--- src/rtl/traffic_pkg.sv ---
// Shared encodings for the country-road traffic controller: the 2-bit
// signal colours (also used by sig_control), the car-detector FSM states
// and boolean constants.
package traffic_pkg;

  localparam logic [1:0] RED    = 2'd0;
  localparam logic [1:0] YELLOW = 2'd1;
  localparam logic [1:0] GREEN  = 2'd2;

  typedef enum logic [1:0] {
    IDLE    = 2'd0,
    QUEUED  = 2'd1,
    SERVING = 2'd2,
    HOLDOFF = 2'd3
  } det_state_t;

  localparam logic TRUE  = 1'b1;
  localparam logic FALSE = 1'b0;

endpackage

--- src/rtl/cntry_car_detector_loop_debounce.sv ---
// loop_debounce: two-flop synchroniser on the raw loop sensor, a debouncer
// that only moves its level after DEBOUNCE consecutive disagreeing samples,
// and a one-cycle pulse on the debounced rising edge.
module loop_debounce
  import traffic_pkg::*;
#(
  parameter int DEBOUNCE = 3
) (
  input  logic i_clk,
  input  logic i_clear,
  input  logic i_raw,
  output logic o_level,
  output logic o_rise
);

  localparam int CW = (DEBOUNCE > 1) ? $clog2(DEBOUNCE) : 1;

  logic          r_sync1;
  logic          r_sync2;
  logic          r_level;
  logic          r_rise;
  logic [CW-1:0] r_run;

  // Bring the asynchronous loop input into the clk domain.
  always_ff @(posedge i_clk) begin
    if (i_clear) begin
      r_sync1 <= FALSE;
      r_sync2 <= FALSE;
    end else begin
      r_sync1 <= i_raw;
      r_sync2 <= r_sync1;
    end
  end

  // Count disagreeing samples; a matching sample restarts the run. The rise
  // pulse is registered together with the level change so it lasts one cycle.
  always_ff @(posedge i_clk) begin
    if (i_clear) begin
      r_run   <= '0;
      r_level <= FALSE;
      r_rise  <= FALSE;
    end else begin
      r_rise <= FALSE;
      if (r_sync2 == r_level) begin
        r_run <= '0;
      end else if (r_run == CW'(DEBOUNCE - 1)) begin
        r_run   <= '0;
        r_level <= r_sync2;
        r_rise  <= r_sync2;
      end else begin
        r_run <= r_run + 1'b1;
      end
    end
  end

  assign o_level = r_level;
  assign o_rise  = r_rise;

endmodule

--- src/rtl/cntry_car_detector.sv ---
// cntry_car_detector: turns the debounced loop into a queued-vehicle count
// and a registered CAR_ON_CNTRY_RD request, serving one vehicle every
// SERVE_CYCLES of country GREEN and dropping the request after MAX_HOLD
// GREEN cycles so the main road cannot starve.
// Optional stuck-sensor detection/recall mode: define CNTRY_STUCK_DET_EN.
module cntry_car_detector
  import traffic_pkg::*;
#(
  parameter int DEBOUNCE     = 3,
  parameter int SERVE_CYCLES = 4,
  parameter int MAX_HOLD     = 40,
  parameter int QW           = 4,
  parameter int STUCK_LIMIT  = 64
) (
  input  logic          clk,
  input  logic          clear,
  input  logic          loop_raw,
  input  logic [1:0]    CNTRY_SIG,
  output logic          CAR_ON_CNTRY_RD,
  output logic [QW-1:0] car_count,
  output logic          sensor_fault
);

  localparam int SW = (SERVE_CYCLES > 1) ? $clog2(SERVE_CYCLES) : 1;
  localparam int HW = (MAX_HOLD > 1) ? $clog2(MAX_HOLD) : 1;
  localparam logic [QW-1:0] CNT_MAX = {QW{1'b1}};

  det_state_t    r_state;
  det_state_t    w_next;
  logic [QW-1:0] r_count;
  logic [QW-1:0] w_count_next;
  logic [SW-1:0] r_svc;
  logic [HW-1:0] r_hold;
  logic          r_req;
  logic          w_level;
  logic          w_rise;
  logic          w_fault;
  logic          w_arrival;
  logic          w_tick;
  logic          w_green;
  logic          w_has_cars;
  logic          w_empty_next;

  loop_debounce #(.DEBOUNCE(DEBOUNCE)) u_loop_debounce (
    .i_clk   (clk),
    .i_clear (clear),
    .i_raw   (loop_raw),
    .o_level (w_level),
    .o_rise  (w_rise)
  );

`ifdef CNTRY_STUCK_DET_EN
  localparam int KW = $clog2(STUCK_LIMIT + 1);
  logic [KW-1:0] r_stuck_cnt;
  logic          r_fault;

  // Count consecutive debounced-high cycles; the fault is sticky until clear.
  always_ff @(posedge clk) begin
    if (clear) begin
      r_stuck_cnt <= '0;
      r_fault     <= FALSE;
    end else begin
      if (!w_level) begin
        r_stuck_cnt <= '0;
      end else if (r_stuck_cnt != KW'(STUCK_LIMIT)) begin
        r_stuck_cnt <= r_stuck_cnt + 1'b1;
      end
      if (w_level && (r_stuck_cnt == KW'(STUCK_LIMIT - 1))) begin
        r_fault <= TRUE;
      end
    end
  end

  assign w_fault = r_fault;
`else
  localparam int unused_stuck_limit = STUCK_LIMIT;
  logic w_unused_level;
  assign w_unused_level = w_level;
  assign w_fault        = FALSE;
`endif

  assign w_green   = (CNTRY_SIG == GREEN);
  assign w_arrival = w_rise && !w_fault;
  assign w_tick    = (r_state == SERVING) && w_green && (r_svc == SW'(SERVE_CYCLES - 1));

  // Queue arithmetic: saturating increment, floor at 0 (at 1 in recall mode),
  // and a simultaneous arrival and tick cancel out.
  always_comb begin
    w_count_next = r_count;
    if (w_arrival && !w_tick) begin
      if (r_count != CNT_MAX) w_count_next = r_count + 1'b1;
    end else if (w_tick && !w_arrival) begin
      if ((r_count != '0) && !(w_fault && (r_count == QW'(1)))) begin
        w_count_next = r_count - 1'b1;
      end
    end
  end

  // In recall mode the queue always looks non-empty to the FSM.
  assign w_has_cars   = w_fault || (r_count != '0);
  assign w_empty_next = !w_fault && (w_count_next == '0);

  // Next-state logic; SERVING exits in priority: empty, max hold, lost GREEN.
  always_comb begin
    w_next = r_state;
    case (r_state)
      IDLE:    if (w_has_cars) w_next = QUEUED;
      QUEUED:  if (w_green) w_next = SERVING;
      SERVING: begin
        if (w_empty_next)                      w_next = IDLE;
        else if (r_hold == HW'(MAX_HOLD - 1))  w_next = HOLDOFF;
        else if (!w_green)                     w_next = QUEUED;
      end
      HOLDOFF: if (CNTRY_SIG == RED) w_next = w_has_cars ? QUEUED : IDLE;
      default: w_next = IDLE;
    endcase
  end

  // State, queue and request registers; the request lags the state by a cycle.
  always_ff @(posedge clk) begin
    if (clear) begin
      r_state <= IDLE;
      r_count <= '0;
      r_req   <= FALSE;
    end else begin
      r_state <= w_next;
      r_count <= w_count_next;
      r_req   <= (r_state == QUEUED) || (r_state == SERVING);
    end
  end

  // Service and hold timers: cleared on entry to SERVING, advanced only there;
  // the service timer pauses while the country signal is not GREEN.
  always_ff @(posedge clk) begin
    if (clear) begin
      r_svc  <= '0;
      r_hold <= '0;
    end else if ((r_state == QUEUED) && (w_next == SERVING)) begin
      r_svc  <= '0;
      r_hold <= '0;
    end else if (r_state == SERVING) begin
      r_hold <= r_hold + 1'b1;
      if (w_green) r_svc <= w_tick ? '0 : r_svc + 1'b1;
    end
  end

  assign CAR_ON_CNTRY_RD = r_req;
  assign car_count       = r_count;
  assign sensor_fault    = w_fault;

endmodule

--- config.mk ---
export PLATFORM = sky130hd
export DESIGN_NAME = cntry_car_detector
export DESIGN_NICKNAME = d
export VERILOG_FILES = /design/src/rtl/traffic_pkg.sv /design/src/rtl/cntry_car_detector_loop_debounce.sv /design/src/rtl/cntry_car_detector.sv
export SDC_FILE = /design/constraint.sdc
export NUM_CORES = 1
export LEC_CHECK = 0
export BUFFER_PORTS_ARGS = -buffer_cell sky130_fd_sc_hd__buf_2
export CORE_MARGIN = 2
export CORE_UTILIZATION = 40
export CTS_CLUSTER_DIAMETER = 200
export DETAILED_ROUTE_END_ITERATION = 16
export GPL_ROUTABILITY_DRIVEN = 0
export SLEW_MARGIN = 20
export SYNTH_ARGS = -nofsm -noshare
export SYNTH_HDL_FRONTEND = slang
export SYNTH_SLANG_ARGS = --single-unit
--- constraint.sdc ---
create_clock -name clk -period 6.9 [get_ports clk]
set_input_delay 1.38 -clock clk [delete_from_list [all_inputs] [get_ports clk]]
set_output_delay 1.38 -clock clk [all_outputs]
set_load 0.1 [all_outputs]
Yosys cells after proc, flatten, opt, wreduce, memory -nomap -nowiden
Index checks and enable logic that the tools add are counted.

word-level totals
  bits in registers = 21
  input bits = 5
  output and inout port bits = 6
  logic and storage cells = 57

operators by class
  $add $sub $neg = 5
  equality and inequality tests = 10
  mux-type cells = 13
  bitwise gates (word level) = 2
  reductions and logical operators = 17

operators by type and width
  kind                                              count
  2-to-1 mux 4 bit                                  4
  2-to-1 mux 2 bit                                  7
  == test 2 bit, second input constant              6
  one-hot mux 2 bit (4 select lines)                1
  adder 6 x 1 -> 6 bit, second input constant       1
  == test 6 bit, second input constant              1
  OR reduction 3 bit                                2
  logical AND 1 bit                                 5
  adder 2 x 1 -> 2 bit, second input constant       2
  adder 4 x 1 -> 4 bit, second input constant       1
  logical NOT 2 bit                                 2
  logical NOT 4 bit                                 1
  != test 4 bit, second input constant              1
  AND reduction 2 bit                               2
  nonzero test 4 bit                                1
  subtractor 4 x 1 -> 4 bit, second input constant  1
  == test 2 x 1 -> 1 bit, second input constant     1
  logical NOT 1 bit                                 2
  NOT 1 bit                                         2
  OR reduction 2 bit                                1
  == test 1 bit                                     1
  logical OR 1 bit                                  1
  2-to-1 mux 1 bit                                  1

Logic depth before layout (Yosys ltp)
Gate-level depths: netlist of run 1.

  depth in word-level cells = 12
  gate-level depth with buffers = 10
  mapped depth without buffers = 8

Cells and area by module
From an unflattened synthesis of run 1, not the netlist that was laid out.

unflattened totals
  cells, all modules = 151
  area, all modules = 1341.3 µm²

by module, submodules not included
  module              times used  cells an instance  area an instance (µm²)
  cntry_car_detector  1           135                1144.8
  loop_debounce       1           16                 196.4

Worst setup path after synthesis of run 1
Ideal clock, no wire load.

  path kind = input-to-reg
  start point = in CNTRY_SIG[0]
  end point = reg r_hold[0]
  setup time = 144 ps
  arrival = 2913 ps
  data required time = 6756 ps
  setup slack = 3843 ps
  stages = 6
  cell sequence = nand4b_2 -> nor3_1 -> o21a_2 -> o21ai_2 -> a2111oi_4 -> nor4_2

between the ends
  longest elaborated chain between the ends = 12

RTL lines
  what                                                           line                                                RTL
  from (decl)                                                    cntry_car_detector.sv:18                            input logic [1:0] CNTRY_SIG,
  == test 2 bit                                                  cntry_car_detector.sv:82                            assign w_green = (CNTRY_SIG == GREEN);
  logical AND 1 bit (2 in series)                                cntry_car_detector.sv:84                            assign w_tick = (r_state == SERVING) && w_green && (r_svc == SW'(SERVE_CYCLES - 1));
  logical AND 1 bit / logical NOT 1 bit (equally long branches)  cntry_car_detector.sv:92, cntry_car_detector.sv:90
  2-to-1 mux 4 bit / logical AND 1 bit (equally long branches)   cntry_car_detector.sv:92, cntry_car_detector.sv:90
  2-to-1 mux 4 bit                                               cntry_car_detector.sv:90                            if (w_arrival && !w_tick) begin
  logical NOT 4 bit                                              cntry_car_detector.sv:101                           assign w_empty_next = !w_fault && (w_count_next == '0);
  2-to-1 mux 2 bit                                               cntry_car_detector.sv:110                           if (w_empty_next) w_next = IDLE;
  one-hot mux 2 bit (4 select lines) (*)                         cntry_car_detector.sv:106                           case (r_state)
  == test 2 bit (*)                                              cntry_car_detector.sv:138                           end else if ((r_state == QUEUED) && (w_next == SERVING)) begin
  logical AND 1 bit (*)                                          cntry_car_detector.sv:138
  OR reduction 2 bit (no line) (*)                               n/a
  to (signal assigned)                                           cntry_car_detector.sv:142                           r_hold <= r_hold + 1'b1;
  to (decl)                                                      cntry_car_detector.sv:33                            logic [HW-1:0] r_hold;

Mark *: on every way between the ends. The rest lies on a longest branch, timed or not.
A chain may end at the register's enable or synchronous reset.

Final worst setup path of run 1
  start point = in CNTRY_SIG[0]
  end point = reg r_hold[5]

Same word-level chain as after synthesis.

==> flow_summary.yaml, run 1 <==
setup_path:
  cp-end-kind: "flip-flop"
  r2r-end: "r_hold[5]"
  path_class: "input pin to flip-flop"
  crit_start: "CNTRY_SIG[0]"
  reg2reg_slack_ns: 4.07
  worst-path-buf-inv: 1
  crit_slowest_cell: "a2111oi_4"
  startpoint_type: "input pin"
  worstPathRequired_ns: 7.07
  reg2regPathDepth: 8
  timing.rr.start: "r_state[0]"
  path_delay_family: "compound AO/OA/AOI/OAI gates"
  crit_chain: "buf_2 > nand4b_2 > nor3_1 > o21a_2 > o21ai_2 > a2111oi_4 > nor4_2"
  critPathMaxStageDelay_ns: 0.73
  arrival_ns: 3.31
  cp_max_fo: 8
yosys:
  syn_avg_cell_area_um2: 9.88
  synth_top_cell_by_area: "dfxtp_1"
  synth-edff-count: 0
  ys_warn_count: 0
  synth_top_area_share_pct: 30.0
  netlist_area_mm2: 0.00140
  synthesis.nets: 156
  async_reset_ff_share_pct: 0
  yosys_most_used_dff: "dfxtp_1"
  synth-seq-cells: 21
  yosys-top-cells-area: "dfxtp_1 (30%), ha_1 (8.0%), nor4_2 (7.1%)"
  ys_seq_area_share_pct: 30.0
  syn_inst: 142
  ys_types: 51
worst_hold_path:
  hp-start: "u_loop_debounce.r_run[0]"
  hp-class: "flip-flop to flip-flop"
  hold_path_depth: 1
  min_to: "u_loop_debounce.r_run[0]"
clocking:
  clock-root-buffer: "clkbuf_4"
  cts_made_buffers: 3
  clkTransAtPathRegs_ns: 0.12
  post_cts.resized_instances: 0
  clock-sinks: 21
  insertion_delay_ns: 0.30
  post_cts_buffers: 0
  cts_tree: "built"
  cts.path.max_buffers: 2
  h-tree-depth: 1
  cts_hold_buf: 0
die:
  initial_core_util_pct: 41.7
  num_io_pins: 11
  die_width_um: 63.2
  die_h_um: 63.2
  dieArea_mm2: 0.00400
  rows: 21
  core_area_mm2: 0.00336
sta:
  relSlewSlack_pct: 51.0
  skew_ns: 0.00327
  tns_ns: 0
  period_share_pct: 45.5
  fin_crit_ns: 3.14
  slew_violations: 0
  rsz0062_at_grt: "no"
  tightest_slew_ns: 0.735
  hold_viol: 0
  fmax_mhz: 319
  hold_ws_ns: 0.417
  finalSetupViolCount: 0
detailed_routing:
  drtIter0Drc: 88
  wire_per_inst_um: 13.3
  ant_nets: 0
  via_per_inst: 5.53
  firstDrtPassIters: 4
  vias: 1079
  totalWireLength_mm: 2.60
  drc_errors: 0
placement:
  dp_cells: 191
  hpwl_mm: 1.98
  io_buffers: 9
final_layout:
  final_common_cell: "dfxtp_1"
  antenna_cells: 0
  drive_gt1_share_pct: 24.8
  final_cells: 195
  mostFrequentLayoutCells: "dfxtp_1 (21), nor2_1 (10), ha_1 (9), buf_2 (9)"
  area_growth_pct: 4.46
  finalNetCount: 164
grt:
  grt.total_usage_pct: 14.4
  overflow: 0
  grt_pass1_vias: 1056
  grt_pass1_wl_mm: 4.67
  antenna_found_initial: 0
  grt_max_degree: 21
pwr:
  power.density_mw_per_mm2: 238
  ir_worst_vdd_uv: 106
  p_leak_nw: 0.567
  p_total_mw: 0.348
outcome:
  status: "finished clean"
job:
  maxCapViolations: 0
-- sequential cells by signal (all words and copies together), names as in the netlist --
signal,flops
u_loop_debounce.o_rise,1
r_state,2
CAR_ON_CNTRY_RD,1
u_loop_debounce.r_sync2,1
u_loop_debounce.o_level,1
r_svc,2
r_hold,6
u_loop_debounce.r_run,2
u_loop_debounce.r_sync1,1
car_count,4
-- stage by stage --
stage	cell area (um2)	setup slack (ns)	utilization (%)
detailed placement	1440	3.43	42.7
floorplan	1400	3.84	-
global route	1470	3.63	43.6
CTS	1470	3.77	43.6
finish	1470	3.76	43.6
global placement	1440	3.51	42.7
-- cell usage after synthesis (all sizes together) (2+ instances only) --
cell type and number:
nor4 8, nor2 10, nor3 4, nand4b 2, a211o 2, o31ai 3
inv 8, and3 2, nand2b 4, dfxtp 21, xor2 3, nor2b 3
ha 9, o22ai 2, nand3 3, or3 2, o21a 2, a31oi 2
a21oi 4, nor4b 2, buf 3, mux2i 4, o21ai 4, clkbuf 2
o221ai 2, nand2 7, nand4 5, xnor2 3
-- worst max path at each step --
stage,end,slack (ns),cells after the start
CTS,r_hold[5],3.77,7
floorplan,r_hold[0],3.84,6
global placement,r_hold[2],3.51,7
global route,r_hold[1],3.63,7
finish,r_hold[5],3.76,7
detailed placement,r_hold[5],3.43,7
-- cell families after synthesis --
family	count (synthesis)	share of synthesized area, %
DFF	21	30.0
muxes	4	2.85
AOI/OAI and AO/OA	29	17.8
and+or+nand+nor	58	30.2
xor gates and xnor gates	6	3.75
other	1	0.267
buffers and inverters	14	7.14
adders and majority gates	9	8.03
-- routing by layer --
metal / GRT usage, % / wire (um) / vias up
li1: - / - / 549
met1: 17.9 / 1150 / 497
met2: 24.9 / 1290 / 29
met3: 1.79 / 110 / 4
met4: 6.52 / 49 / 0
met5: 0 / 0 / -
-- power breakdown --
group | total (mW) | internal [mW] | switching (mW)
clock | 0.0591 | 0.0221 | 0.0370
sequential | 0.145 | 0.133 | 0.0122
combinational | 0.144 | 0.0486 | 0.0955
-- worst reg2reg max path: stages (launching register included) --
cell and delay, ns:
dfxtp_1 0.38, inv_1 0.12, ha_1 0.43, nand4b_2 0.25
nor3_1 0.37, o21a_2 0.21, o21ai_2 0.11, a2111oi_4 0.73
nor4_2 0.10
-- cell type report --
cell class | instances | area, um2
flip-flops and latches | 21 | 420
clock inverters | 1 | 7.51
fillers | 359 | 1900
repair buffers | 9 | 45.0
well taps | 46 | 57.6
inverters | 8 | 30.0
clock buffers | 3 | 22.5
multi-input cells | 107 | 882
(Power assumes the default switching activity.)
==> run 2, diff against run 1 <==
- ABC_AREA: default -> 1
- clock period: 6.9 -> 2.96 ns (I/O delays scaled with it)
==> run 2 against run 1 <==
Against the previous run: die area decreased by 8.7%; hold slack got worse by 0.0044 ns; synthesized cell count increased by 24%; total power increased by 110%; final cell count increased by 17%; final area decreased by 6.8%; clock skew increased by 0.0030 ns; first-iteration DRC count decreased by 55%; critical path type is now flip-flop to flip-flop.
==> flow_summary.yaml, run 2 <==
placement:
  placement.cell_area_mm2: 0.00134
  place_ws_ns: 0.679
  io_buffers: 9
  dp_cells: 225
  hpwl_mm: 1.88
sta:
  hold_ws_ns: 0.413
  hold_viol: 0
  finalSetupViolCount: 0
  rsz0062_at_grt: "no"
  tns_ns: 0
  skew_ns: 0.00625
  timing.final.ws_setup_ns: 0.652
  fmax_mhz: 433
  slew_violations: 0
  fin_crit_ns: 2.31
  period_share_pct: 78.0
yosys:
  ys_warn_count: 0
  synth-edff-count: 0
  synth-seq-cells: 21
  yosys-top-cells-area: "dfxtp_1 (33%), nand2_1 (12%), ha_1 (8.8%)"
  yosys_most_used_dff: "dfxtp_1"
  synth_top_cell_by_area: "dfxtp_1"
  synth_top_area_share_pct: 33.0
  synthesis.nets: 190
  yosysMostFrequentCell: "nand2_1"
  syn_avg_cell_area_um2: 7.23
  async_reset_ff_share_pct: 0
  ys_top_cells_by_count: "nand2_1 (40), inv_1 (23), dfxtp_1 (21), nor2_1 (17), nand3_1 (13)"
  syn_inst: 176
  netlist_area_mm2: 0.00127
  ys_seq_area_share_pct: 33.0
  ys_types: 27
detailed_routing:
  vias: 1085
  totalWireLength_mm: 2.34
  ant_nets: 0
  wire_per_inst_um: 10.2
  drc_errors: 0
  firstDrtPassIters: 4
  drtIter0Drc: 40
  via_per_inst: 4.74
pwr:
  power.density_mw_per_mm2: 546
  ir_worst_vdd_uv: 468
  pwr-share-seq_pct: 44.5
  power_frac_clock_pct: 17.8
  p_leak_nw: 0.654
  power.internal_mw: 0.455
  sw_frac_of_total_pct: 38.9
  p_comb_share_pct: 37.6
  p_total_mw: 0.745
  p_switching_mw: 0.290
clocking:
  clock-root-buffer: "clkbuf_4"
  cts_made_buffers: 3
  cts_hold_buf: 0
  cts.path.max_buffers: 2
  post_cts_buffers: 0
  clkTransAtPathRegs_ns: 0.11
  cts_tree: "built"
  clock-sinks: 21
  h-tree-depth: 1
  post_cts.resized_instances: 0
  insertion_delay_ns: 0.30
grt:
  grt_pass1_wl_mm: 4.13
  grt.total_usage_pct: 14.6
  grtUsageMet3_pct: 2.35
  use_met1_pct: 19.0
  grt_pass1_vias: 1006
  grt_util_met2_pct: 24.5
  grt-busiest-layer: "met2"
  antenna_found_initial: 0
  overflow: 0
  grt_max_degree: 12
job:
  maxCapViolations: 0
final_layout:
  mostFrequentLayoutCells: "nand2_1 (40), inv_1 (23), dfxtp_1 (21)"
  finalNetCount: 200
  drive_gt1_share_pct: 18.9
  final_common_cell: "nand2_1"
  final_area_mm2: 0.00137
  area_growth_pct: 7.28
  top_register: "r_hold"
  largest_register_ffs: 6
  final_cells: 229
  final_util_pct: 45.1
  fillers: 318
  antenna_cells: 0
setup_path:
  arrival_ns: 2.51
  cp-end-kind: "flip-flop"
  path_class: "flip-flop to flip-flop"
  cp_max_fo: 8
  worstPathRequired_ns: 3.16
  startpoint_type: "flip-flop"
outcome:
  status: "finished clean"
die:
  core_area_mm2: 0.00303
  initial_core_util_pct: 42.0
  dieArea_mm2: 0.00365
  num_io_pins: 11
  die_h_um: 60.4
  rows: 20
  die_width_um: 60.4
worst_hold_path:
  hp-class: "flip-flop to flip-flop"
==> run 2: cell count changes in the layout (fill, tap and decap cells not counted), sizes merged, moves of 4 or more <==
cell,change
inv,+19
nor2,+18
nand3,+13
nand2,+36
nand2b,-4
nor4,-8
==> run 2: final timing paths <==
kind	start	endpoint	slack, ns	cells after the start
min reg2reg	u_loop_debounce.r_sync1	u_loop_debounce.r_sync2	0.41	2
max	r_state[0]	r_hold[5]	0.65	17
max reg2reg	r_state[0]	r_hold[5]	0.65	17
min	u_loop_debounce.r_sync1	u_loop_debounce.r_sync2	0.41	2
==> run 2: routing by layer <==
layer  part of all wire, %  vias to the layer above  wire length (um)
li1                      -                      564                 -
met1                    49                      507              1140
met2                    47                       12              1100
met3                   3.0                        2                71
met4                  0.90                        0                21
met5                     0                        -                 0
==> run 2: cell type report <==
cell class	instances	area [um2]	share of cell area, %
multi-input combinational	124	717	52.5
clock buffer	4	26.3	1.92
timing repair buffer	9	45.0	3.30
tap	44	55.1	4.03
inverter	27	101	7.42
sequential	21	420	30.8
==> run 2: critical path, stage by stage, from the launching register on <==
cell,delay [ns]
dfxtp_1,0.37
inv_1,0.12
ha_1,0.38
nand3_2,0.20
nor2_1,0.13
nand3_1,0.11
nand2_1,0.09
nand2_1,0.05
nand2_1,0.08
inv_1,0.05
nor2_2,0.09
nand2_2,0.06
nand2_1,0.06
nand2_1,0.05
nand2_2,0.09
nand3_2,0.09
nand2_4,0.14
nor2_2,0.04
==> run 2: cell families after synthesis <==
family	count (synthesis)	share of synthesized area, %
adders and majority gates	9	8.85
and+or+nand+nor	92	34.5
buffers and inverters	31	10.6
other	1	0.295
AOI/OAI and AO/OA	12	5.60
DFF	21	33.0
xor gates and xnor gates	8	5.51
muxes	2	1.57
==> run 2: power by group through the flow <==
| stage | registers, mW | logic, mW | clock network [mW] |
|---|---|---|---|
| 2_1_floorplan | 0.371 | 0.209 | 0 |
| 3_3_place_gp | 0.337 | 0.272 | 0 |
| 3_5_place_dp | 0.338 | 0.279 | 0 |
| 4_1_cts | 0.332 | 0.279 | 0.142 |
| 5_1_grt | 0.336 | 0.312 | 0.154 |
| 6_report | 0.332 | 0.280 | 0.133 |
==> run 3, diff against run 2 <==
- clock period: 2.96 -> 1.9 ns (I/O delays scaled with it)
==> run 3 against run 2 <==
Against the previous run: core utilization up 7.1 points; register-to-register slack worse by 0.62 ns; flip-flop and latch count unchanged; sequential share of layout area down 2.9 points; maximum frequency up 23%; die area unchanged; total power up 71%; critical endpoint is now r_hold[3].
==> flow_summary.yaml, run 3 (synthesis gave the netlist of run 2 again) <==
outcome:
  status: "finished clean"
detailed_routing:
  ant_nets: 0
  via_per_inst: 4.69
  drc_errors: 0
  totalWireLength_mm: 2.52
  firstDrtPassIters: 4
  vias: 1122
  wire_per_inst_um: 10.5
  drtIter0Drc: 40
final_layout:
  area_growth_pct: 24.2
  largest_register_ffs: 6
  top_register: "r_hold"
  finalNetCount: 210
  final_cells: 239
  final_common_cell: "nand2_1"
  mostFrequentLayoutCells: "nand2_1 (35), inv_1 (19), nor2_1 (16)"
  antenna_cells: 0
  drive_gt1_share_pct: 36.9
  fillers: 305
die:
  core_area_mm2: 0.00303
  rows: 20
  die_h_um: 60.4
  num_io_pins: 11
  die_width_um: 60.4
  initial_core_util_pct: 42.0
  dieArea_mm2: 0.00365
setup_path:
  worstPathRequired_ns: 2.09
  arrival_ns: 2.07
  cp-end-kind: "flip-flop"
  reg2reg_slack_ns: 0.03
  reg2regPathDepth: 16
  startpoint_type: "flip-flop"
  path_class: "flip-flop to flip-flop"
  crit_start: "r_state[0]"
  crit_path_end: "r_hold[3]"
  r2r-end: "r_hold[3]"
  timing.rr.start: "r_state[0]"
  cp_max_fo: 8
grt:
  grt_max_degree: 13
  antenna_found_initial: 0
  grt_pass1_vias: 1072
  grt.total_usage_pct: 16.1
  grt_pass1_wl_mm: 4.40
  overflow: 0
sta:
  rsz0062_at_grt: "yes"
  finalSetupViolCount: 0
  period_share_pct: 98.5
  slew_violations: 0
  skew_ns: 0.00538
  fin_crit_ns: 1.87
  hold_viol: 0
  fmax_mhz: 534
  tns_ns: 0
pwr:
  power.density_mw_per_mm2: 805
  p_leak_nw: 0.713
  p_total_mw: 1.27
  ir_worst_vdd_uv: 567
placement:
  hpwl_mm: 2.02
  dp_cells: 233
  io_buffers: 9
clocking:
  clkTransAtPathRegs_ns: 0.11
  insertion_delay_ns: 0.29
  clock-root-buffer: "clkbuf_4"
  cts_tree: "built"
  cts.path.max_buffers: 2
  clock-sinks: 21
  cts_made_buffers: 3
  h-tree-depth: 1
  cts_hold_buf: 0
job:
  maxCapViolations: 0
worst_hold_path:
  hp-class: "input pin to flip-flop"
## run 3: cell types whose count changed in the layout (fill, tap and decap cells not counted), moves of 5 or more
cell	before	now
nand2_2	2	7
dfxtp_1	21	13
buf_4	0	10
nand2_1	40	35
## run 3: how the worst min path moves through the flow
| stage | to | startpoint | cells after the start | slack [ns] |
|---|---|---|---|---|
| global route | u_loop_debounce.r_sync1 | loop_raw | 3 | 0.28 |
| CTS | u_loop_debounce.r_sync1 | loop_raw | 3 | 0.28 |
| detailed placement | u_loop_debounce.r_sync2 | u_loop_debounce.r_sync1 | 2 | 0.40 |
| finish | u_loop_debounce.r_sync1 | loop_raw | 3 | 0.29 |
| global placement | u_loop_debounce.r_sync2 | u_loop_debounce.r_sync1 | 2 | 0.39 |
| floorplan | u_loop_debounce.r_sync2 | u_loop_debounce.r_sync1 | 2 | 0.39 |
## run 3: repair_timing
action                                  in CTS  in global routing
endpoints found under the hold margin        0                  0
gates resized for setup                      8                 11
buffers inserted                             0                  2
endpoints found under the setup margin       9                  9
pin swaps                                    3                  9
## run 3: layer usage
metal  global-route usage, %  wire length (um)  up-vias
met3                    2.56                48        4
met2                    31.7              1420       11
met5                       0                 0        -
li1                        -                 -      586
met1                    17.4              1020      521
met4                    4.76                27        0
## run 3: cell type report
type | instances | area, um2 | area share, %
Timing Repair Buffer | 19 | 120 | 7.60
Tap cell | 44 | 55.1 | 3.48
Inverter | 27 | 106 | 6.73
Multi-Input combinational cell | 124 | 831 | 52.6
Clock inverter | 1 | 5.00 | 0.317
Clock buffer | 3 | 22.5 | 1.43
Sequential cell | 21 | 440 | 27.9
## run 3: critical path, cell delays in order, from the launching register on
cell	delay (ns)
dfxtp_2	0.36
inv_2	0.05
ha_4	0.18
nand4_4	0.10
nand2_1	0.12
nand2_1	0.09
nand2_1	0.06
nand2_2	0.06
nand2_2	0.06
nand2_2	0.07
inv_2	0.03
nand2_2	0.06
nand2_2	0.05
a21oi_2	0.16
nand3_2	0.11
nand2_4	0.16
nor2_2	0.05
## run 3: through the flow
stage / cell area [um2] / setup slack (ns) / hold slack (ns) / utilization, %
2_1_floorplan: 1340 / -0.00464 / 0.388 / -
3_3_place_gp: 1470 / -0.0918 / 0.391 / 48.4
6_report: 1580 / 0.0286 / 0.286 / 52.2
4_1_cts: 1530 / 0.00392 / 0.279 / 50.6
3_5_place_dp: 1470 / -0.165 / 0.400 / 48.4
5_1_grt: 1580 / -0.133 / 0.284 / 52.2
## run 3: power breakdown
part / switching, mW / total, mW / internal (mW) / leakage, nW
registers: 0.0323 / 0.514 / 0.481 / 0.175
clock network: 0.126 / 0.205 / 0.0783 / 0.0177
logic: 0.339 / 0.553 / 0.215 / 0.520
total: 0.497 / 1.27 / 0.775 / 0.713
